[src/rtl/dispatch_queue_pkg.sv]
// Shared definitions for the dispatch queue: opcode encodings, the default
// ROB-tag width and its "operand ready" value, and the opcode classification
// helpers used to steer and rename dispatched instructions.
package dispatch_queue_pkg;

    localparam int DQ_OP_W  = 6;
    localparam int DQ_TAG_W = 4;
    // All-ones tag marks an operand whose value is already available.
    localparam logic [DQ_TAG_W-1:0] DQ_NO_TAG = 4'hF;

    typedef enum logic [DQ_OP_W-1:0] {
        OP_LUI   = 6'd1,  OP_AUIPC = 6'd2,  OP_JAL   = 6'd3,  OP_JALR  = 6'd4,
        OP_BEQ   = 6'd5,  OP_BNE   = 6'd6,  OP_BLT   = 6'd7,  OP_BGE   = 6'd8,
        OP_BLTU  = 6'd9,  OP_BGEU  = 6'd10,
        OP_LB    = 6'd11, OP_LH    = 6'd12, OP_LW    = 6'd13, OP_LBU   = 6'd14,
        OP_LHU   = 6'd15,
        OP_SB    = 6'd16, OP_SH    = 6'd17, OP_SW    = 6'd18,
        OP_ADDI  = 6'd19, OP_SLTI  = 6'd20, OP_SLTIU = 6'd21, OP_XORI  = 6'd22,
        OP_ORI   = 6'd23, OP_ANDI  = 6'd24, OP_SLLI  = 6'd25, OP_SRLI  = 6'd26,
        OP_SRAI  = 6'd27,
        OP_ADD   = 6'd28, OP_SUB   = 6'd29, OP_SLL   = 6'd30, OP_SLT   = 6'd31,
        OP_SLTU  = 6'd32, OP_XOR   = 6'd33, OP_SRL   = 6'd34, OP_SRA   = 6'd35,
        OP_OR    = 6'd36, OP_AND   = 6'd37
    } op_e;

    // Operand-shape class: decides which operands come from the regfile and
    // which are replaced by pc/imm/constants.
    typedef enum logic [2:0] {
        CLS_BAD    = 3'd0,  // unrecognised opcode
        CLS_REG    = 3'd1,  // R-type ALU: rs1, rs2
        CLS_IMM    = 3'd2,  // I-type ALU, jalr, loads: rs1, imm
        CLS_LUI    = 3'd3,
        CLS_AUIPC  = 3'd4,
        CLS_JAL    = 3'd5,
        CLS_BRANCH = 3'd6,  // rs1, rs2, no rename
        CLS_STORE  = 3'd7   // rs1, rs2, imm on d_imm, no rename
    } op_class_e;

    function automatic op_class_e op_class(input logic [DQ_OP_W-1:0] op);
        op_class_e cls;
        case (op)
            OP_ADD, OP_SUB, OP_SLL, OP_SLT, OP_SLTU,
            OP_XOR, OP_SRL, OP_SRA, OP_OR, OP_AND:           cls = CLS_REG;
            OP_ADDI, OP_SLTI, OP_SLTIU, OP_XORI, OP_ORI,
            OP_ANDI, OP_SLLI, OP_SRLI, OP_SRAI, OP_JALR,
            OP_LB, OP_LH, OP_LW, OP_LBU, OP_LHU:             cls = CLS_IMM;
            OP_LUI:                                          cls = CLS_LUI;
            OP_AUIPC:                                        cls = CLS_AUIPC;
            OP_JAL:                                          cls = CLS_JAL;
            OP_BEQ, OP_BNE, OP_BLT, OP_BGE, OP_BLTU, OP_BGEU: cls = CLS_BRANCH;
            OP_SB, OP_SH, OP_SW:                             cls = CLS_STORE;
            default:                                         cls = CLS_BAD;
        endcase
        return cls;
    endfunction

    // Memory operations go to the load/store buffer, everything else to the RS.
    function automatic logic is_lsb_op(input logic [DQ_OP_W-1:0] op);
        logic lsb;
        case (op)
            OP_LB, OP_LH, OP_LW, OP_LBU, OP_LHU,
            OP_SB, OP_SH, OP_SW: lsb = 1'b1;
            default:             lsb = 1'b0;
        endcase
        return lsb;
    endfunction

    // Ops that produce a register result and therefore claim a rename slot.
    function automatic logic is_rename_op(input logic [DQ_OP_W-1:0] op);
        logic ren;
        case (op_class(op))
            CLS_BAD, CLS_BRANCH, CLS_STORE: ren = 1'b0;
            default:                        ren = 1'b1;
        endcase
        return ren;
    endfunction

endpackage

[src/rtl/issue_fifo.sv]
// Circular buffer holding decoded instructions between the decoder and the
// dispatch stage. Head entry is presented combinationally; clear empties it.
module issue_fifo #(
    parameter int DEPTH = 4,
    parameter int W     = 8
) (
    input  logic                     clk,
    input  logic                     rst_n,
    input  logic                     clear,
    input  logic                     push,
    input  logic                     pop,
    input  logic [W-1:0]             wdata,
    output logic [W-1:0]             head_data,
    output logic                     full,
    output logic                     empty,
    output logic [$clog2(DEPTH):0]   count
);

    localparam int AW = $clog2(DEPTH);

    logic [W-1:0]  mem_r [DEPTH];
    logic [AW-1:0] head_r;
    logic [AW-1:0] tail_r;
    logic [AW:0]   count_r;
    logic          push_s;
    logic          pop_s;

    assign full      = (count_r == (AW+1)'(DEPTH));
    assign empty     = (count_r == (AW+1)'(0));
    assign count     = count_r;
    assign head_data = mem_r[head_r];
    assign push_s    = push && !full && !clear;
    assign pop_s     = pop && !empty && !clear;

    // Pointer and count bookkeeping; pointers wrap naturally at DEPTH.
    always_ff @(posedge clk or negedge rst_n) begin
        if (!rst_n) begin
            head_r  <= {AW{1'b0}};
            tail_r  <= {AW{1'b0}};
            count_r <= {(AW+1){1'b0}};
        end else if (clear) begin
            head_r  <= {AW{1'b0}};
            tail_r  <= {AW{1'b0}};
            count_r <= {(AW+1){1'b0}};
        end else begin
            if (push_s) tail_r <= tail_r + AW'(1);
            if (pop_s)  head_r <= head_r + AW'(1);
            case ({push_s, pop_s})
                2'b10:   count_r <= count_r + (AW+1)'(1);
                2'b01:   count_r <= count_r - (AW+1)'(1);
                default: count_r <= count_r;
            endcase
        end
    end

    // Entry storage; contents are only meaningful between head and tail.
    always_ff @(posedge clk) begin
        if (push_s) mem_r[tail_r] <= wdata;
    end

endmodule

[src/rtl/dispatch_queue.sv]
// Dispatch stage: buffers decoded instructions, resolves the head entry's
// operands against the regfile and the CDB, and issues it to the ROB plus
// the RS or LSB with a rename write for result-producing ops.
module dispatch_queue #(
    parameter int DEPTH = 4,
    parameter int XLEN  = 32,
    parameter int TAG_W = 4,
    parameter int OP_W  = 6
) (
    input  logic                   clk_in,
    input  logic                   rst_in,
    input  logic                   rdy_in,
    input  logic                   clear,
    input  logic                   in_valid,
    output logic                   in_ready,
    input  logic [OP_W-1:0]        in_op,
    input  logic [4:0]             in_rs1,
    input  logic [4:0]             in_rs2,
    input  logic [4:0]             in_rd,
    input  logic [XLEN-1:0]        in_imm,
    input  logic [XLEN-1:0]        in_pc,
    input  logic                   rob_full,
    input  logic                   rs_full,
    input  logic                   lsb_full,
    input  logic [TAG_W-1:0]       rob_tag,
    output logic [4:0]             rf_rs1,
    output logic [4:0]             rf_rs2,
    input  logic [TAG_W-1:0]       rf_tag1,
    input  logic [TAG_W-1:0]       rf_tag2,
    input  logic [XLEN-1:0]        rf_data1,
    input  logic [XLEN-1:0]        rf_data2,
    input  logic                   cdb_valid,
    input  logic [TAG_W-1:0]       cdb_tag,
    input  logic [XLEN-1:0]        cdb_data,
    output logic                   rob_o,
    output logic                   rs_o,
    output logic                   lsb_o,
    output logic [OP_W-1:0]        d_op,
    output logic [XLEN-1:0]        d_pc,
    output logic [XLEN-1:0]        d_imm,
    output logic [4:0]             d_rd,
    output logic [TAG_W-1:0]       d_rob_tag,
    output logic [TAG_W-1:0]       d_tag1,
    output logic [XLEN-1:0]        d_val1,
    output logic [TAG_W-1:0]       d_tag2,
    output logic [XLEN-1:0]        d_val2,
    output logic                   rn_we,
    output logic [4:0]             rn_addr,
    output logic [TAG_W-1:0]       rn_tag,
    output logic [$clog2(DEPTH):0] occupancy
);

    import dispatch_queue_pkg::*;

    // Width-generic form of the package's all-ones "ready" tag.
    localparam logic [TAG_W-1:0] NO_TAG = {TAG_W{1'b1}};
    localparam int EW = OP_W + 15 + 2 * XLEN;

    logic [EW-1:0]   head_data_s;
    logic            fifo_full_s;
    logic            fifo_empty_s;
    logic [OP_W-1:0] h_op_s;
    logic [4:0]      h_rs1_s;
    logic [4:0]      h_rs2_s;
    logic [4:0]      h_rd_s;
    logic [XLEN-1:0] h_imm_s;
    logic [XLEN-1:0] h_pc_s;
    op_class_e       head_cls_s;
    logic            head_lsb_s;
    logic            enq_s;
    logic            deq_s;
    logic            issue_s;
    logic            rename_s;
    logic [TAG_W-1:0] fwd1_tag_s, fwd2_tag_s, op1_tag_s, op2_tag_s;
    logic [XLEN-1:0]  fwd1_val_s, fwd2_val_s, op1_val_s, op2_val_s;

    issue_fifo #(
        .DEPTH (DEPTH),
        .W     (EW)
    ) u_fifo (
        .clk       (clk_in),
        .rst_n     (rst_in),
        .clear     (clear),
        .push      (enq_s),
        .pop       (deq_s),
        .wdata     ({in_op, in_rs1, in_rs2, in_rd, in_imm, in_pc}),
        .head_data (head_data_s),
        .full      (fifo_full_s),
        .empty     (fifo_empty_s),
        .count     (occupancy)
    );

    assign {h_op_s, h_rs1_s, h_rs2_s, h_rd_s, h_imm_s, h_pc_s} = head_data_s;

    assign in_ready   = !fifo_full_s;
    assign rf_rs1     = h_rs1_s;
    assign rf_rs2     = h_rs2_s;
    assign head_cls_s = op_class(h_op_s);
    assign head_lsb_s = is_lsb_op(h_op_s);

    assign enq_s    = in_valid && !fifo_full_s && rdy_in && !clear;
    // Unrecognised ops follow the RS path for back-pressure but issue nothing.
    assign deq_s    = !fifo_empty_s && rdy_in && !clear && !rob_full &&
                      (head_lsb_s ? !lsb_full : !rs_full);
    assign issue_s  = deq_s && (head_cls_s != CLS_BAD);
    assign rename_s = issue_s && is_rename_op(h_op_s) && (h_rd_s != 5'd0);

    // Capture a result broadcast in the same cycle the regfile still reports the tag.
    always_comb begin
        fwd1_tag_s = rf_tag1;
        fwd1_val_s = rf_data1;
        fwd2_tag_s = rf_tag2;
        fwd2_val_s = rf_data2;
        if (rf_tag1 != NO_TAG && cdb_valid && cdb_tag == rf_tag1) begin
            fwd1_tag_s = NO_TAG;
            fwd1_val_s = cdb_data;
        end else begin
            fwd1_tag_s = rf_tag1;
            fwd1_val_s = rf_data1;
        end
        if (rf_tag2 != NO_TAG && cdb_valid && cdb_tag == rf_tag2) begin
            fwd2_tag_s = NO_TAG;
            fwd2_val_s = cdb_data;
        end else begin
            fwd2_tag_s = rf_tag2;
            fwd2_val_s = rf_data2;
        end
    end

    // Replace register operands with pc/imm/constants according to op shape.
    always_comb begin
        op1_tag_s = fwd1_tag_s;
        op1_val_s = fwd1_val_s;
        op2_tag_s = fwd2_tag_s;
        op2_val_s = fwd2_val_s;
        case (head_cls_s)
            CLS_IMM: begin
                op2_tag_s = NO_TAG;
                op2_val_s = h_imm_s;
            end
            CLS_LUI: begin
                op1_tag_s = NO_TAG;
                op1_val_s = {XLEN{1'b0}};
                op2_tag_s = NO_TAG;
                op2_val_s = h_imm_s;
            end
            CLS_AUIPC: begin
                op1_tag_s = NO_TAG;
                op1_val_s = h_pc_s;
                op2_tag_s = NO_TAG;
                op2_val_s = h_imm_s;
            end
            CLS_JAL: begin
                op1_tag_s = NO_TAG;
                op1_val_s = h_pc_s;
                op2_tag_s = NO_TAG;
                op2_val_s = XLEN'(32'd4);
            end
            default: begin
                op1_tag_s = fwd1_tag_s;
                op1_val_s = fwd1_val_s;
                op2_tag_s = fwd2_tag_s;
                op2_val_s = fwd2_val_s;
            end
        endcase
    end

    // Registered dispatch outputs; strobes last exactly one cycle per issue.
    always_ff @(posedge clk_in or negedge rst_in) begin
        if (!rst_in) begin
            rob_o     <= 1'b0;
            rs_o      <= 1'b0;
            lsb_o     <= 1'b0;
            rn_we     <= 1'b0;
            d_op      <= {OP_W{1'b0}};
            d_pc      <= {XLEN{1'b0}};
            d_imm     <= {XLEN{1'b0}};
            d_rd      <= 5'd0;
            d_rob_tag <= {TAG_W{1'b0}};
            d_tag1    <= NO_TAG;
            d_val1    <= {XLEN{1'b0}};
            d_tag2    <= NO_TAG;
            d_val2    <= {XLEN{1'b0}};
            rn_addr   <= 5'd0;
            rn_tag    <= {TAG_W{1'b0}};
        end else if (clear || !rdy_in) begin
            rob_o <= 1'b0;
            rs_o  <= 1'b0;
            lsb_o <= 1'b0;
            rn_we <= 1'b0;
        end else begin
            rob_o <= issue_s;
            rs_o  <= issue_s && !head_lsb_s;
            lsb_o <= issue_s && head_lsb_s;
            rn_we <= rename_s;
            if (issue_s) begin
                d_op      <= h_op_s;
                d_pc      <= h_pc_s;
                d_imm     <= h_imm_s;
                d_rd      <= h_rd_s;
                d_rob_tag <= rob_tag;
                d_tag1    <= op1_tag_s;
                d_val1    <= op1_val_s;
                d_tag2    <= op2_tag_s;
                d_val2    <= op2_val_s;
                rn_addr   <= h_rd_s;
                rn_tag    <= rob_tag;
            end
        end
    end

endmodule

[config.mk]
export PLATFORM = sky130hd
export DESIGN_NAME = dispatch_queue
export DESIGN_NICKNAME = d
export VERILOG_FILES = /design/src/rtl/dispatch_queue_pkg.sv /design/src/rtl/issue_fifo.sv /design/src/rtl/dispatch_queue.sv
export SDC_FILE = /design/constraint.sdc
export NUM_CORES = 1
export LEC_CHECK = 0
export CAP_MARGIN = 15
export CORE_MARGIN = 1
export CORE_UTILIZATION = 40
export CTS_BUF_LIST = sky130_fd_sc_hd__clkbuf_16
export CTS_CLUSTER_SIZE = 30
export DETAILED_ROUTE_END_ITERATION = 10
export GPL_TIMING_DRIVEN = 0
export PLACE_DENSITY = 0.71
export SYNTH_ARGS = -nofsm -noshare
export SYNTH_HDL_FRONTEND = slang
export SYNTH_HIERARCHICAL = 1
export SYNTH_SLANG_ARGS = --single-unit
[constraint.sdc]
create_clock -name clk_in -period 12 [get_ports clk_in]
set_input_delay 2.4 -clock clk_in [delete_from_list [all_inputs] [get_ports clk_in]]
set_output_delay 2.4 -clock clk_in [all_outputs]
set_load 0.01 [all_outputs]
# Word level (Yosys, flattened, before mapping)
# Memory sizes are Yosys's and may differ from the RTL's.
# Cells that the tools add are included.
dict set report word_totals {
  memories 4
  ram_bits 340
  register_bits 162
  out_inout_bits 178
  elab_cells 103
  romBits 416
}
dict set report op_classes {
  eq_ne 13
  addsub 4
  n_mux 23
  reduce_logical 42
  bitwise 1
}
# memory words word_bits rd rd_ports_with_merged_regs write_ports line_no
set memory_table {}
lappend memory_table {u_fifo.mem_r 4 85 1 0 1 issue_fifo.sv:21} ;# logic [W-1:0] mem_r [DEPTH];
lappend memory_table {{(no name shown)} 64 3 1 0 0 dispatch_queue_pkg.sv:41} ;# case (op)
lappend memory_table {{(no name shown)} 64 3 1 0 0 dispatch_queue_pkg.sv:41}
lappend memory_table {{(no name shown)} 32 1 1 0 0 dispatch_queue_pkg.sv:60} ;# case (op)
# cell count
set op_table {}
lappend op_table {{$pmux 32 s2} 2}
lappend op_table {{$mux 32} 2}
lappend op_table {{$logic_and 1x1->1} 20}
lappend op_table {{$mux 4} 4}
lappend op_table {{$eq 3x3->1 const B} 5}
lappend op_table {{$mux 1} 9}
lappend op_table {{$reduce_or 3->1} 3}
lappend op_table {{$eq 4x4->1} 2}
lappend op_table {{$logic_not 1->1} 8}
lappend op_table {{$mux 2} 4}
lappend op_table {{$ne 4x4->1 const B} 2}
lappend op_table {{$eq 3x2->1 const B} 2}
lappend op_table {{$logic_not 3->1} 2}
lappend op_table {{$pmux 3 s2} 1}
lappend op_table {{$reduce_bool 3->1} 2}
lappend op_table {{$reduce_bool 5->1} 1}
lappend op_table {{$add 2x1->2 const B} 2}
lappend op_table {{$reduce_bool 2->1} 2}
lappend op_table {{$reduce_or 4->1} 1}
lappend op_table {{$add 3x1->3 const B} 1}
lappend op_table {{$mux 3} 1}
lappend op_table {{$sub 3x1->3 const B} 1}
lappend op_table {{$eq 2x1->1 const B} 1}
lappend op_table {{$eq 2x2->1 const B} 1}
lappend op_table {{4 further kinds} 4}

# Longest topological paths before layout
dict set report logic_depth {
  ltp_word 11
  ltp_mapped 17
  depth_no_buf 9
}

# Modules after synthesis
# Netlist, hierarchy kept.
# module seq_area_each_um2 area_each_um2 instances cells_each
set modules_own_cells {}
lappend modules_own_cells {issue_fifo 10385.0 12861.1 1 512}
lappend modules_own_cells {dispatch_queue 3888.7 8271.7 1 806}

# Worst setup path before layout
# OpenSTA, ideal clock, no wires.
dict set report synth_timing {
  path_type {input-to-reg}
  startpoint {input clear}
  endpoint {memory u_fifo/mem_r[0][0] (netlist bit) (enable)}
  path_buffers 1
  t_required_ns 11.547
  arrival_ns 5.272
  setup_ns 0.453
  path_slack_ns 6.275
  stages 5
  cell_sequence {nor4bb_1 > buf_2 > inv_1 > nor3_1 > and2_1}
}
dict set report synth_via {
  elab_chain_len 6
}
# item line_no
set synth_rtl {}
lappend synth_rtl {{start, declared} dispatch_queue.sv:13} ;# input logic clear,
lappend synth_rtl {{$logic_not 1->1 (*)} {issue_fifo.sv:32, dispatch_queue.sv:101}}
lappend synth_rtl {{$logic_and 1x1->1} dispatch_queue.sv:101} ;# assign enq_s = in_valid && !fifo_full_s && rdy_in && !clear;
lappend synth_rtl {{$logic_and 1x1->1} issue_fifo.sv:32} ;# assign push_s = push && !full && !clear;
lappend synth_rtl {{$logic_and 1x1->1 (*)} issue_fifo.sv:32}
lappend synth_rtl {{$mux 1 (*)} issue_fifo.sv:58} ;# if (push_s) mem_r[tail_r] <= wdata;
lappend synth_rtl {{$mux 1 (implied by the code) (*)} issue_fifo.sv:58}
lappend synth_rtl {{end, declared} issue_fifo.sv:21}
# Mark *: on every way between the ends. The rest lies on a longest branch, timed or not.

# Final worst setup path
dict set report layout_timing {
  startpoint {input clear}
  endpoint {register u_fifo.count_r[1] (netlist: u_fifo/count[1])}
}
dict set report layout_via {
  elab_chain_len 9
  word_cells_on_any_way 14
  cone_classes {eq/ne (2); mux (2); reduce/logical (10)}
}
# item line_no
set layout_rtl {}
lappend layout_rtl {{$logic_not 1->1 (*)} dispatch_queue.sv:103} ;# assign deq_s = !fifo_empty_s && rdy_in && !clear && !rob_full &&
lappend layout_rtl {{$logic_and 1x1->1 (*) (3 in series)} dispatch_queue.sv:103}
lappend layout_rtl {{net deq_s} dispatch_queue.sv:71} ;# logic deq_s;
lappend layout_rtl {{$logic_and 1x1->1 (*) (2 in series)} issue_fifo.sv:33} ;# assign pop_s = pop && !empty && !clear;
lappend layout_rtl {{$eq 2x1->1 or $eq 2x2->1 (tied branches)} issue_fifo.sv:48} ;# case ({push_s, pop_s})
lappend layout_rtl {{$pmux 3 s2} issue_fifo.sv:48}
lappend layout_rtl {{$mux 3} issue_fifo.sv:41} ;# end else if (clear) begin
lappend layout_rtl {{end signal, assigned} issue_fifo.sv:40} ;# count_r <= {(AW+1){1'b0}};
lappend layout_rtl {{end signal, assigned} issue_fifo.sv:49} ;# 2'b10: count_r <= count_r + (AW+1)'(1);
lappend layout_rtl {{end signal, assigned} issue_fifo.sv:50} ;# 2'b01: count_r <= count_r - (AW+1)'(1);
lappend layout_rtl {{end, declared} issue_fifo.sv:24} ;# logic [AW:0] count_r;
# The timed path passes the listed nets; every way through them passes the cells marked *.
# A chain may end at the register's enable or synchronous reset.

==> flow_summary.json <==
{
  "grt_start_max_net_pins": 95,
  "worstSetupPathType": "input pin to register",
  "ant_nets": 0,
  "yosys_warnings": 6,
  "cts_hold_buf": 0,
  "cp.arrival_ps": 6180,
  "vdd_drop_max_v": 0.000106,
  "timing.final.crit_share": 0.477,
  "hold_class": "register to register",
  "synth_edf_count": 340,
  "netlist_area_sq_um": 21100,
  "synth_area_leader_cell": "edfxtp_1",
  "relSlewSlack": 0.0591,
  "synth.avg_cell_area_sq_um": 16.0,
  "cts_inserted_buffers": 52,
  "synth_flop_cell": "edfxtp_1",
  "die_h_um": 232,
  "layout-drive-gt1-share": 0.177,
  "vias": 14000,
  "clk_path_buf_depth": 3,
  "fmax_mhz": 175,
  "dieArea_sq_um": 53800,
  "cts_tree": "built",
  "wl_per_cell_um": 26.9,
  "ys_seq_area_frac": 0.675,
  "setup_viol": 0,
  "design.core.area_sq_um": 51700,
  "worstPathMaxFanout": 13,
  "drt-initial-drc-count": 1143,
  "gp_congestion": 0.925,
  "fin_util": 0.535,
  "rows": 83,
  "drc": 0,
  "cts_setup_buffers": 0,
  "drv_cap": 0,
  "final_cell_mix": "clkdlybuf4s50_1 (382), edfxtp_1 (340), dfrtp_1 (154)",
  "grt_pass1_wl_um": 94900,
  "hpwl_um": 49000,
  "synthesis.nets": 1529,
  "initial_core_util": 0.409,
  "cts_resized": 0,
  "clkSinkCount": 502,
  "top_layer": "met5",
  "final_common_cell": "clkdlybuf4s50_1",
  "via_per_inst": 5.63,
  "maxSlewViolCount": 0,
  "track_usage": 0.246,
  "synthCells": 1318,
  "dr_wl_met2_um": 32100,
  "yosys.area.top_type_share": 0.483,
  "first_global_vias": 14200,
  "p_leak_nw": 9.89,
  "antenna_found_initial": 8,
  "layout_min_cycle_time_ps": 5720,
  "startpoint_type": "input pin",
  "overflow": 0,
  "dpl_cell_area_sq_um": 26000,
  "met1Wirelength_um": 27500,
  "clock_skew_ps": 18.5,
  "worst_pin_slew_ps": 1410,
  "nNetsFinal": 1972,
  "hold_viol": 0,
  "ioPinCount": 384,
  "clock_tree.root_cell": "clkbuf_16",
  "fin_setup_tns_ps": 0,
  "rsz0062_at_grt": "false",
  "status": "finished clean",
  "async_reset_ff_frac": 0.323,
  "ys_ff_latch": 502,
  "clock_latency_ps": 610,
  "design_area_sq_um": 27600,
  "drt-total-wl_um": 66800,
  "end_kind": "register",
  "htree_levels": 2,
  "io_buffers": 383,
  "die_w_um": 232,
  "synth.distinct_cells": 61,
  "syn_to_final_growth_pct": 30.8,
  "wl_met3_um": 5090,
  "hold_slack_ps": 488,
  "clk_pin_slew_worst_paths_ps": 60,
  "crit_required_ps": 12460,
  "p_per_area_nw_per_um2": 133,
  "synth.area.top_cells": "edfxtp_1 (48%), dfrtp_1 (18%), mux4_2 (9.1%)",
  "dr.pass1.iters": 5
}
[final cells by class]
type / count / area (sq um)
Fill cell: 4259 / 24100
Sequential cell: 502 / 14300
Multi-Input combinational cell: 679 / 6160
Timing Repair Buffer: 389 / 3980
Clock buffer: 53 / 1330
Tap cell: 680 / 851
Buffer: 125 / 668
Clock inverter: 45 / 333
Inverter: 12 / 45.0
Antenna cell: 3 / 7.51
[flip-flops by register name, summed over array words and instances, names as in the netlist, 3 cells and up]
register / cells
d_imm: 32
d_op: 6
d_pc: 32
d_tag1: 4
d_tag2: 4
d_val1: 32
d_val2: 32
rn_addr: 5
rn_tag: 4
u_fifo/count: 3
u_fifo/mem_r: 340
[synth_stat cells (2+ instances only)]
cell type	n
o311ai_0	4
o31a_1	31
o22ai_1	2
edfxtp_1	340
clkbuf_1	67
o21a_1	3
and2_1	9
nor2_1	13
xor2_1	3
dfrtp_1	154
nor3b_1	2
a31oi_1	32
buf_4	14
nand2_1	68
mux2_4	18
o31ai_1	34
and3_1	5
buf_2	33
nor3_1	5
or3_1	2
mux4_2	85
mux2_2	63
xnor2_1	9
a22oi_1	2
ha_1	4
a221oi_1	2
nand3_1	36
dfstp_2	8
nor4_1	2
o21ai_1	2
and4_1	31
nand3b_1	3
o21ai_0	39
buf_6	6
inv_1	11
a21oi_1	74
nand4_1	35
nand2b_1	7
o22a_1	35
a2bb2oi_1	2
buf_12	3
[worst max-delay path, cell delays in order]
cell and delay (ps):
clkdlybuf4s50_1 440, or4b_2 670, nor2_1 140, mux2_4 160, buf_6 180, clkbuf_1 770
buf_2 350, o31ai_1 130, nor3_1 230, fa_1 470, a31oi_1 150, nor4_1 70
[through the flow]
step | power, mW | worst slack [ps] | cells
2_1_floorplan | 1.99 | 6270 | 1318
3_3_place_gp | 2.14 | 955 | 2381
3_5_place_dp | 2.14 | 5670 | 2386
4_1_cts | 3.72 | 6300 | 2484
5_1_grt | 3.80 | 6100 | 2488
6_report | 3.69 | 6280 | 2488
[power by group]
group          internal, mW  leakage [nW]  switching (mW)
sequential             1.87          5.29         0.00675
clock                 0.891         0.852           0.686
combinational         0.110          3.74           0.128
[path summary, 6_finish.rpt]
path                                   from              end  slack [ps]  cells after the start
min in group asynchronous            rst_in            lsb_o        1750                      1
setup / recovery                      clear  u_fifo/count[1]        6280                     12
setup reg to reg           u_fifo/head_r[1]  u_fifo/count[1]        6960                     16
hold / removal                    d_tag1[1]        d_tag1[1]         490                      2
max in group asynchronous            rst_in         d_pc[12]        9310                      2
hold reg to reg                   d_tag1[1]        d_tag1[1]         490                      2
[cells by family after synthesis]
kind of cell / Yosys count / share of synthesized area
adders and majority gates: 5 / 0.00332
DFF: 502 / 0.675
muxes: 166 / 0.137
and+or+nand+nor: 226 / 0.0596
AOI/OAI and AO/OA: 270 / 0.0860
xor gates and xnor gates: 12 / 0.00497
buffers and inverters: 137 / 0.0337
[metal layers]
metal / track usage / up-vias
li1: - / 6132
met1: 0.322 / 7163
met2: 0.404 / 567
met3: 0.0598 / 123
met4: 0.0794 / 10
met5: 0 / -
Power figures use the tool's default switching activity.
